File: src/rtl/adder_pkg.sv
// rtl/adder_pkg.sv - shared types and helpers for the adder datapath
package adder_pkg;

   localparam int ADDER_WIDTH = 64;

   typedef struct packed {
      logic                   carry;
      logic [ADDER_WIDTH-1:0] z;
   } adder_result_t;

   // Number of address bits needed to index 'value' entries (minimum 0).
   function automatic int clog2(input int value);
      int result;
      result = 0;
      while ((1 << result) < value) begin
         result = result + 1;
      end
      return result;
   endfunction

endpackage

File: src/rtl/result_fifo_mem.sv
// rtl/result_fifo_mem.sv - register-array storage for the result FIFO
module result_fifo_mem
   import adder_pkg::*;
#(
   parameter int DEPTH = 4,
   parameter int DW    = ADDER_WIDTH + 1,
   parameter int AW    = clog2(DEPTH)
) (
   input  logic          clk,
   input  logic          we,
   input  logic [AW-1:0] waddr,
   input  logic [DW-1:0] wdata,
   input  logic [AW-1:0] raddr,
   output logic [DW-1:0] rdata
);

   logic [DW-1:0] mem [DEPTH];

   // Storage needs no reset: the top masks the head whenever it is empty.
   always_ff @(posedge clk) begin
      if (we) begin
         mem[waddr] <= wdata;
      end
   end

   assign rdata = mem[raddr];

endmodule

File: src/rtl/adder_result_buffer.sv
// rtl/adder_result_buffer.sv - FWFT result buffer with issue credit for the adder
module adder_result_buffer
   import adder_pkg::*;
#(
   parameter int WIDTH        = ADDER_WIDTH,
   parameter int DEPTH        = 4,
   parameter int MAX_INFLIGHT = 8
) (
   input  logic                      clk,
   input  logic                      reset,
   input  logic                      iIssue,
   input  logic                      iResValid,
   input  logic [WIDTH-1:0]          iResZ,
   input  logic                      iResCarry,
   output logic                      oCanIssue,
   output logic                      oValid,
   output logic [WIDTH-1:0]          oZ,
   output logic                      oCarryOut,
   input  logic                      iReadReady,
   output logic [clog2(DEPTH):0]     oCount,
   output logic                      oOverflow,
   output logic                      oUnexpected,
   input  logic                      iClearErr
);

   localparam int AW = clog2(DEPTH);
   localparam int CW = AW + 1;
   localparam int IW = clog2(MAX_INFLIGHT + 1);
   localparam int SW = ((CW > IW) ? CW : IW) + 1;

   logic [AW-1:0]  wptr;
   logic [AW-1:0]  rptr;
   logic [CW-1:0]  count;
   logic [IW-1:0]  inflight;
   logic [WIDTH:0] rdata;
   logic [SW-1:0]  credit_sum;

   logic full;
   logic pop;
   logic push_ok;
   logic ovf_evt;
   logic unexp_evt;
   logic issue_ok;
   logic ret_ok;

   // A push into a full buffer survives only if the head leaves in the same cycle.
   assign full      = (count == CW'(DEPTH));
   assign pop       = (count != '0) && iReadReady;
   assign push_ok   = iResValid && (!full || pop);
   assign ovf_evt   = iResValid && full && !pop;

   // A result with nothing outstanding is flagged; an issue in the same cycle covers it.
   assign unexp_evt = iResValid && (inflight == '0) && !iIssue;
   assign issue_ok  = iIssue && (inflight != IW'(MAX_INFLIGHT));
   assign ret_ok    = iResValid && !unexp_evt;

   result_fifo_mem #(
      .DEPTH (DEPTH),
      .DW    (WIDTH + 1),
      .AW    (AW)
   ) u_mem (
      .clk   (clk),
      .we    (push_ok),
      .waddr (wptr),
      .wdata ({iResCarry, iResZ}),
      .raddr (rptr),
      .rdata (rdata)
   );

   // FIFO pointers and occupancy counter; pointers wrap naturally at DEPTH.
   always_ff @(posedge clk or posedge reset) begin
      if (reset) begin
         wptr  <= '0;
         rptr  <= '0;
         count <= '0;
      end else begin
         if (push_ok) begin
            wptr <= wptr + AW'(1);
         end
         if (pop) begin
            rptr <= rptr + AW'(1);
         end
         case ({push_ok, pop})
            2'b10:   count <= count + CW'(1);
            2'b01:   count <= count - CW'(1);
            default: count <= count;
         endcase
      end
   end

   // Outstanding adder operations: issues that will come back as results.
   always_ff @(posedge clk or posedge reset) begin
      if (reset) begin
         inflight <= '0;
      end else begin
         case ({issue_ok, ret_ok})
            2'b10:   inflight <= inflight + IW'(1);
            2'b01:   inflight <= inflight - IW'(1);
            default: inflight <= inflight;
         endcase
      end
   end

   // Sticky error flags; a new event in the clearing cycle keeps the flag set.
   always_ff @(posedge clk or posedge reset) begin
      if (reset) begin
         oOverflow   <= 1'b0;
         oUnexpected <= 1'b0;
      end else begin
         if (ovf_evt) begin
            oOverflow <= 1'b1;
         end else if (iClearErr) begin
            oOverflow <= 1'b0;
         end
         if (unexp_evt) begin
            oUnexpected <= 1'b1;
         end else if (iClearErr) begin
            oUnexpected <= 1'b0;
         end
      end
   end

   // Credit counts stored plus outstanding results so every issued result has a slot.
   assign credit_sum = SW'(count) + SW'(inflight);
   assign oCanIssue  = (credit_sum < SW'(DEPTH)) && (inflight < IW'(MAX_INFLIGHT));

   assign oValid    = (count != '0);
   assign oZ        = oValid ? rdata[WIDTH-1:0] : '0;
   assign oCarryOut = oValid & rdata[WIDTH];
   assign oCount    = count;

endmodule

File: config.mk
export PLATFORM = sky130hd
export DESIGN_NAME = adder_result_buffer
export DESIGN_NICKNAME = d
export VERILOG_FILES = /design/src/rtl/adder_pkg.sv /design/src/rtl/result_fifo_mem.sv /design/src/rtl/adder_result_buffer.sv
export SDC_FILE = /design/constraint.sdc
export NUM_CORES = 1
export LEC_CHECK = 0
export CAP_MARGIN = 20
export CORE_MARGIN = 10
export CORE_UTILIZATION = 35
export DETAILED_ROUTE_END_ITERATION = 16
export HOLD_SLACK_MARGIN = 0.1
export SYNTH_ARGS = -nofsm -noshare
export SYNTH_HDL_FRONTEND = slang
export SYNTH_SLANG_ARGS = --single-unit
File: constraint.sdc
create_clock -name clk -period 4.3 [get_ports clk]
set_input_delay 1.29 -clock clk [delete_from_list [all_inputs] [get_ports clk]]
set_output_delay 1.29 -clock clk [all_outputs]
set_load 0.1 [all_outputs]
==> flow_metrics.tcl, run 1 <==
set metrics [dict create \
    fin_skew_ns 0.02476 \
    drt-pass1-iter-count 4 \
    die_area_sq_mm 0.03777 \
    cp.arrival_ns 2.72 \
    synth_edf_count 260 \
    syn_inst 490 \
    clk_pin_slew_ns 0.06 \
    remaining_drc_errors 0 \
    clock_path_buffers 3 \
    nets 735 \
    syn_nets 572 \
    status "completed" \
    cts_max_level 1 \
    grt_pass1_wl_mm 34.82 \
    grt_pass1_vias 5762 \
    multiInputGateArea_sq_mm 0.002320 \
    yosysWarningCount 0 \
    synth_common_cells "edfxtp_1, and2_1, mux4_2, dfrtp_1" \
    fin_crit_sh 0.9316 \
    grt_max_degree 67 \
    rrSetupSlack_ns 1.60 \
    wire_per_inst_microns 20.90 \
    clk_latency_ns 0.53 \
    postCtsSetupBuffers 0 \
    synth_top_area_share 0.7338 \
    synth_top_area_cell "edfxtp_1" \
    fmax_mhz 249.6 \
    gp_congestion 0.7189 \
    avgSynthCellArea_sq_um 21.71 \
    worst_pin_slew_ns 1.071 \
    clock-root-buffer "clkbuf_16" \
    slew_violations 0 \
    synth-main-ff-cell "edfxtp_1" \
    fp.dieW_microns 194.4 \
    cts_sinks 273 \
    regArea_sq_mm 0.008140 \
    antenna_found_initial 2 \
    cts_buffers 28 \
    hold_viol_final 0 \
    viasPerCell 4.756 \
    finish.utilization 0.4483 \
    slew_headroom 0.2859 \
    crit_type "reg2out" \
    maxCapViolations 0 \
    globalRoute.totalOverflow 0 \
    wirelength_mm 22.30 \
    hold_class "reg2reg" \
    worstSetupEndpointType "primary output" \
    rsz0062_at_grt "false" \
    holdBufCountCts 0 \
    port_buffers 142 \
    io_pins 143 \
    hpwl_mm 14.51 \
    synth_area_sq_mm 0.01064 \
    initial_core_util 0.3571 \
    synth_cell_types 30 \
    required_ns 3.01 \
    yosysSeqAreaShare 0.7643 \
    synth_area_leaders "edfxtp_1, mux4_2, and2_1" \
    area_growth_pct 25.53 \
    yosysMostFrequentCell "edfxtp_1" \
    tns_ns 0 \
    postRouteAntennaNets 0 \
    rows 63 \
    core_area_sq_mm 0.02980 \
    setup_viol_count_final 0 \
    grt_usage 0.1163 \
    layout-drive-gt1-share 0.2933 \
    fillers 2589 \
    cp-start-kind "register" \
    drtIter0Drc 281 \
    ys_seq_elements 273 \
    crit_fanout 34 \
    die_h_microns 194.4 \
    vias 5075 \
    synthArstFlopShare 0.04762 \
    finalCriticalPeriod_ns 4.006 \
    cts_tree "built" \
    cts_resized 0 \
]
-- kinds of logic after synthesis --
group,share of synthesized area
buffers and inverters,0.01929
XOR/XNOR,0.009054
adder cells (fa/ha/maj),0.01364
flip-flops,0.7643
AO/OA/AOI/OAI,0.004939
multiplexers,0.1396
AND/OR/NAND/NOR,0.04915
-- cell type report --
cell class,instances,area share
sequential,273,0.6095
multi-input combinational,185,0.1737
timing repair buffer,156,0.1074
clock buffer,33,0.05546
tap,390,0.03653
clock inverter,19,0.01461
inverter,9,0.002529
antenna,2,0.0003747
-- critical path: stages, from the launching register on --
cell and delay, ns:
dfrtp_4 0.88, buf_4 0.36, mux4_2 0.51, and2_1 0.19, buf_4 0.24
-- through the flow --
step | cell area (sq um) | instances | hold slack (ns) | setup WS, ns
global route | 13350 | 1065 | 0.5660 | 0.05703
floorplan | 10650 | 490 | 0.4759 | 0.2132
detailed placement | 12420 | 1013 | 0.5290 | 0.7346
finish | 13360 | 1067 | 0.5355 | 0.2941
CTS | 13350 | 1065 | 0.5398 | 0.1864
global placement | 12400 | 1012 | 0.5157 | 0.7618
-- layout by cell type, fill, tap and decap left out, types with 4 or more instances in the layout --
cell type,synthesis,final
edfxtp_1,260,260
clkdlybuf4s50_1,0,75
buf_4,1,75
and2_1,70,66
mux4_2,65,65
clkbuf_16,0,29
dfrtp_1,13,11
ha_1,10,10
inv_1,9,9
clkinv_2,0,8
xor2_1,7,7
nand2_1,6,6
buf_12,4,6
clkinv_1,0,5
xnor2_1,4,4
and2_4,0,4
o21ai_0,4,4
bufinv_16,0,4
clkbuf_1,10,4
-- registers in the layout, indices dropped and copies added (netlist names) --
signal,count
rptr,2
oOverflow,1
u_mem.mem,260
inflight,4
oCount,3
oUnexpected,1
wptr,2
-- final timing paths --
path / startpoint / to / depth (start not counted)
setup / recovery: rptr[0] / oZ[58] / 4
hold / removal: oOverflow / oOverflow / 2
setup reg to reg: oCount[0] / oCount[2] / 9
hold reg to reg: oOverflow / oOverflow / 2
max in group asynchronous: reset / rptr[1] / 2
min in group asynchronous: reset / oOverflow / 2
-- metal layers --
| layer | wire (microns) | track usage | up-vias |
|---|---|---|---|
| li1 | - | - | 2293 |
| met1 | 9611 | 0.1483 | 2624 |
| met2 | 10870 | 0.1911 | 131 |
| met3 | 1555 | 0.03786 | 27 |
| met4 | 272 | 0.02215 | 0 |
| met5 | 0 | 0 | - |
Power of run 1 is left out: the tool's default activity adds up to more than one toggle a clock period on the data nets, which glitch-free logic cannot reach.
==> run 2: changes to the inputs <==
clock period = 3.7 ns   (was 4.3 ns; I/O delays follow)
==> flow_metrics.tcl, run 2 (synthesis gave the netlist of run 1 again) <==
set metrics [dict create \
    status "completed" \
    core_area_sq_mm 0.02980 \
    r2r-start "oCount[0]" \
    globalRoute.totalOverflow 0 \
    gp_congestion 0.7124 \
    worstSetupEndpoint "oZ[0]" \
    regArea_sq_mm 0.008140 \
    grt_pass1_wl_mm 34.14 \
    largest_reg_flops 260 \
    remaining_drc_errors 0 \
    finalCriticalPeriod_ns 3.514 \
    mostFrequentLayoutCells "edfxtp_1, clkdlybuf4s50_1, mux4_2" \
    layout-drive-gt1-share 0.3080 \
    rr_worst_depth 9 \
    timing.rr.end "oCount[2]" \
    fin_crit_sh 0.9496 \
    clock-root-buffer "clkbuf_16" \
    place_inst 1013 \
    hold_class "reg2reg" \
    postCtsSetupBuffers 0 \
    rows 63 \
    tns_ns 0 \
    cts_sinks 273 \
    cp.arrival_ns 2.40 \
    crit_type "reg2out" \
    clk_latency_ns 0.53 \
    hold_viol_final 0 \
    pre_cts_slack_ns 0.3508 \
    worstSetupEndpointType "primary output" \
    cts_tree "built" \
    nets 735 \
    rrSetupSlack_ns 1.29 \
    die_area_sq_mm 0.03777 \
    fmax_mhz 284.6 \
    area_growth_pct 29.89 \
    wirelength_mm 21.69 \
    cts_buffers 28 \
    antenna_found_initial 1 \
    layout_commonest_cell "edfxtp_1" \
    largest_register "u_mem.mem" \
    worst_pin_slew_ns 0.6817 \
    io_pins 143 \
    grt_pass1_vias 5709 \
    slew_headroom 0.5455 \
    setup_viol_count_final 0 \
    initial_core_util 0.3571 \
    diodes 0 \
    fillers 2508 \
    drt-pass1-iter-count 4 \
    die_h_microns 194.4 \
    slew_violations 0 \
    port_buffers 142 \
    rsz0062_at_grt "false" \
    clock_path_buffers 3 \
    cp-start-kind "register" \
    grt_max_degree 43 \
    fin_skew_ns 0.009493 \
    multiInputGateArea_sq_mm 0.002340 \
    crit_fanout 42 \
    maxCapViolations 0 \
    holdWs_ns 0.5262 \
    cts_max_level 1 \
    clk_pin_slew_ns 0.06 \
    viasPerCell 4.765 \
    hpwl_mm 14.05 \
    vias 5060 \
    postRouteAntennaNets 0 \
    wire_per_inst_microns 20.43 \
    drtIter0Drc 253 \
    startpoint "rptr[1]" \
    layout_setup_ws_ns 0.1863 \
    required_ns 2.59 \
    fp.dieW_microns 194.4 \
    fin_cells 1062 \
    grt_usage 0.1129 \
]
## run 2: cell types whose count changed in the layout (fill, tap and decap cells not counted), moves of 3 or more
cell	delta
clkinv_1	+3
bufinv_16	-3
and2_1	-9
clkdlybuf4s50_1	-5
and2_2	+9
buf_12	+44
buf_4	-40
## run 2: repair_timing
item / CTS / global route
resized for setup: 0 / 1
endpoints found under the hold margin: 0 / 0
setup endpoints to repair: 0 / 5
hold buffers: 0 / 0
## run 2: area by class of cell
type,instances,share of cell area
repair buffers,156,0.1429
clock buffers,32,0.05332
inverters,9,0.002444
flip-flops and latches,273,0.5890
multi-input cells,185,0.1693
well taps,390,0.03531
clock inverters,17,0.007695
## run 2: how the worst min path moves through the flow
stage	cells after the start	from	to
after floorplan	1	inflight[3]	inflight[3]
after detailed placement	1	inflight[3]	inflight[3]
final	1	inflight[3]	inflight[3]
after global routing	1	inflight[3]	inflight[3]
after CTS	1	inflight[3]	inflight[3]
after global placement	1	inflight[3]	inflight[3]
## run 2: critical path, cell delays in order, from the launching register on
cell and delay (ns):
dfrtp_4 0.86, buf_12 0.29, mux4_2 0.33, and2_1 0.22
buf_12 0.18
## run 2: per-layer routing
layer	share of wire	vias up	global-route usage
li1	-	2282	-
met1	0.43	2617	0.1427
met2	0.50	126	0.1892
met3	0.059	33	0.03046
met4	0.016	2	0.02697
met5	0.00078	-	0
## run 2: through the flow
step,area (sq um),utilization
2_1_floorplan,10670,-
3_3_place_gp,12970,0.4354
3_5_place_dp,12970,0.4354
4_1_cts,13820,0.4637
5_1_grt,13820,0.4638
6_report,13820,0.4638
Power of run 2 is left out for the same reason.
==> run 3: changes to the inputs <==
REMOVE_ABC_BUFFERS = 1   (was default)
==> flow_metrics.tcl, run 3 (synthesis gave the netlist of run 1 again) <==
set metrics [dict create \
    critPathTopFamily "flip-flops" \
    nets 735 \
    fp.dieW_microns 194.4 \
    initial_core_util 0.3571 \
    wirelength_mm 22.63 \
    worst_path_max_delay_cell "dfrtp_4" \
    die_h_microns 194.4 \
    largest_reg_flops 260 \
    layout_commonest_cell "edfxtp_1" \
    layout-drive-gt1-share 0.2923 \
    gp_congestion 0.7169 \
    r2r-start "inflight[1]" \
    fin_crit_sh 0.9509 \
    globalRoute.totalOverflow 0 \
    drt-pass1-iter-count 4 \
    timing.rr.end "inflight[2]" \
    hold_start "inflight[3]" \
    remaining_drc_errors 0 \
    rrSetupSlack_ns 1.32 \
    multiInputGateArea_sq_mm 0.002317 \
    setup_viol_count_final 0 \
    grt_pass1_vias 5933 \
    fin_cells 1064 \
    worst_pin_slew_ns 0.5693 \
    path_cells "buf_12 > mux4_2 > and2_1 > buf_4" \
    postRouteAntennaNets 0 \
    crit_buf_inv 2 \
    grt_max_degree 40 \
    pre_cts_slack_ns 0.3599 \
    mostFrequentLayoutCells "edfxtp_1, clkdlybuf4s50_1, and2_1" \
    clk_pin_slew_ns 0.06 \
    cpPeakStageDelay_ns 0.65 \
    hpwl_mm 14.13 \
    regArea_sq_mm 0.008140 \
    status "completed" \
    place_inst 1012 \
    die_area_sq_mm 0.03777 \
    holdBufCountCts 0 \
    viasPerCell 4.858 \
    clk_latency_ns 0.54 \
    port_buffers 142 \
    maxCapViolations 0 \
    layout_setup_ws_ns 0.1815 \
    wire_per_inst_microns 21.27 \
    cts_buffers 28 \
    finish.utilization 0.4671 \
    cts_tree "built" \
    required_ns 2.59 \
    hold_viol_final 0 \
    worstSetupEndpointType "primary output" \
    cts_sinks 273 \
    core_area_sq_mm 0.02980 \
    crit_fanout 21 \
    fin_skew_ns 0.02202 \
    cp.arrival_ns 2.41 \
    clock_path_buffers 3 \
    drtIter0Drc 264 \
    slew_headroom 0.6200 \
    clock-root-buffer "clkbuf_16" \
    io_pins 143 \
    crit_type "reg2out" \
    hold_class "reg2reg" \
    antenna_found_initial 2 \
    rows 63 \
    fillers 2489 \
    area_growth_pct 30.81 \
    rsz0062_at_grt "false" \
    grt_pass1_wl_mm 34.99 \
    rr_worst_depth 9 \
    cts_max_level 1 \
    largest_register "u_mem.mem" \
    finalCriticalPeriod_ns 3.518 \
    cp.depth 4 \
    diodes 0 \
    fmax_mhz 284.2 \
    grt_usage 0.1162 \
    slew_violations 0 \
    min_to "inflight[3]" \
    cp-start-kind "register" \
    hold_path_depth 1 \
    vias 5169 \
]
-- run 3: per-stage QoR --
step | setup TNS [ns] | cell area (sq um) | hold slack (ns)
after detailed placement | 0 | 12990 | 0.5094
after floorplan | -84.38 | 10470 | 0.4759
final | 0 | 13920 | 0.5326
after global routing | 0 | 13920 | 0.5619
after global placement | 0 | 12990 | 0.5037
after CTS | 0 | 13910 | 0.5242
-- run 3: per-layer routing --
layer,up-vias,share of wire,wire (microns),global-route usage
li1,2289,-,-,-
met1,2716,0.41,9325,0.1406
met2,130,0.52,11690,0.2036
met3,32,0.055,1255,0.02994
met4,2,0.016,352,0.02584
met5,-,0.00057,13,0
-- run 3: layout make-up --
class	count	share of cell area
tap	390	0.03506
timing repair buffer	156	0.1467
sequential	273	0.5849
clock buffer	35	0.05376
clock inverter	16	0.01070
inverter	9	0.002427
multi-input combinational	185	0.1665
-- run 3: timing repair --
item | CTS | global route
gates cloned | 0 | 0
buffers inserted | 1 | 0
gates resized for setup | 0 | 1
endpoints found under the hold margin | 0 | 0
endpoints found under the setup margin | 44 | 11
-- run 3: worst max path at each step --
stage	from	end	slack (ns)
5_1_grt	rptr[0]	oZ[45]	0.03
4_1_cts	oCount[0]	oZ[44]	0.02
2_1_floorplan	rptr[0]	oCarryOut	-1.28
3_5_place_dp	iReadReady	oCount[2]	0.36
3_3_place_gp	iReadReady	oCount[2]	0.42
6_report	rptr[0]	oZ[45]	0.18
-- run 3: worst reg2reg max path, stage by stage (launching register included) --
cell and delay (ns):
dfrtp_1 0.44, nor3_1 0.37, a21boi_0 0.23, ha_1 0.33, xor2_1 0.17, ha_1 0.19
a21oi_1 0.14, xor2_1 0.18, nor2_1 0.07, xor2_1 0.14
Power of run 3 is left out for the same reason.
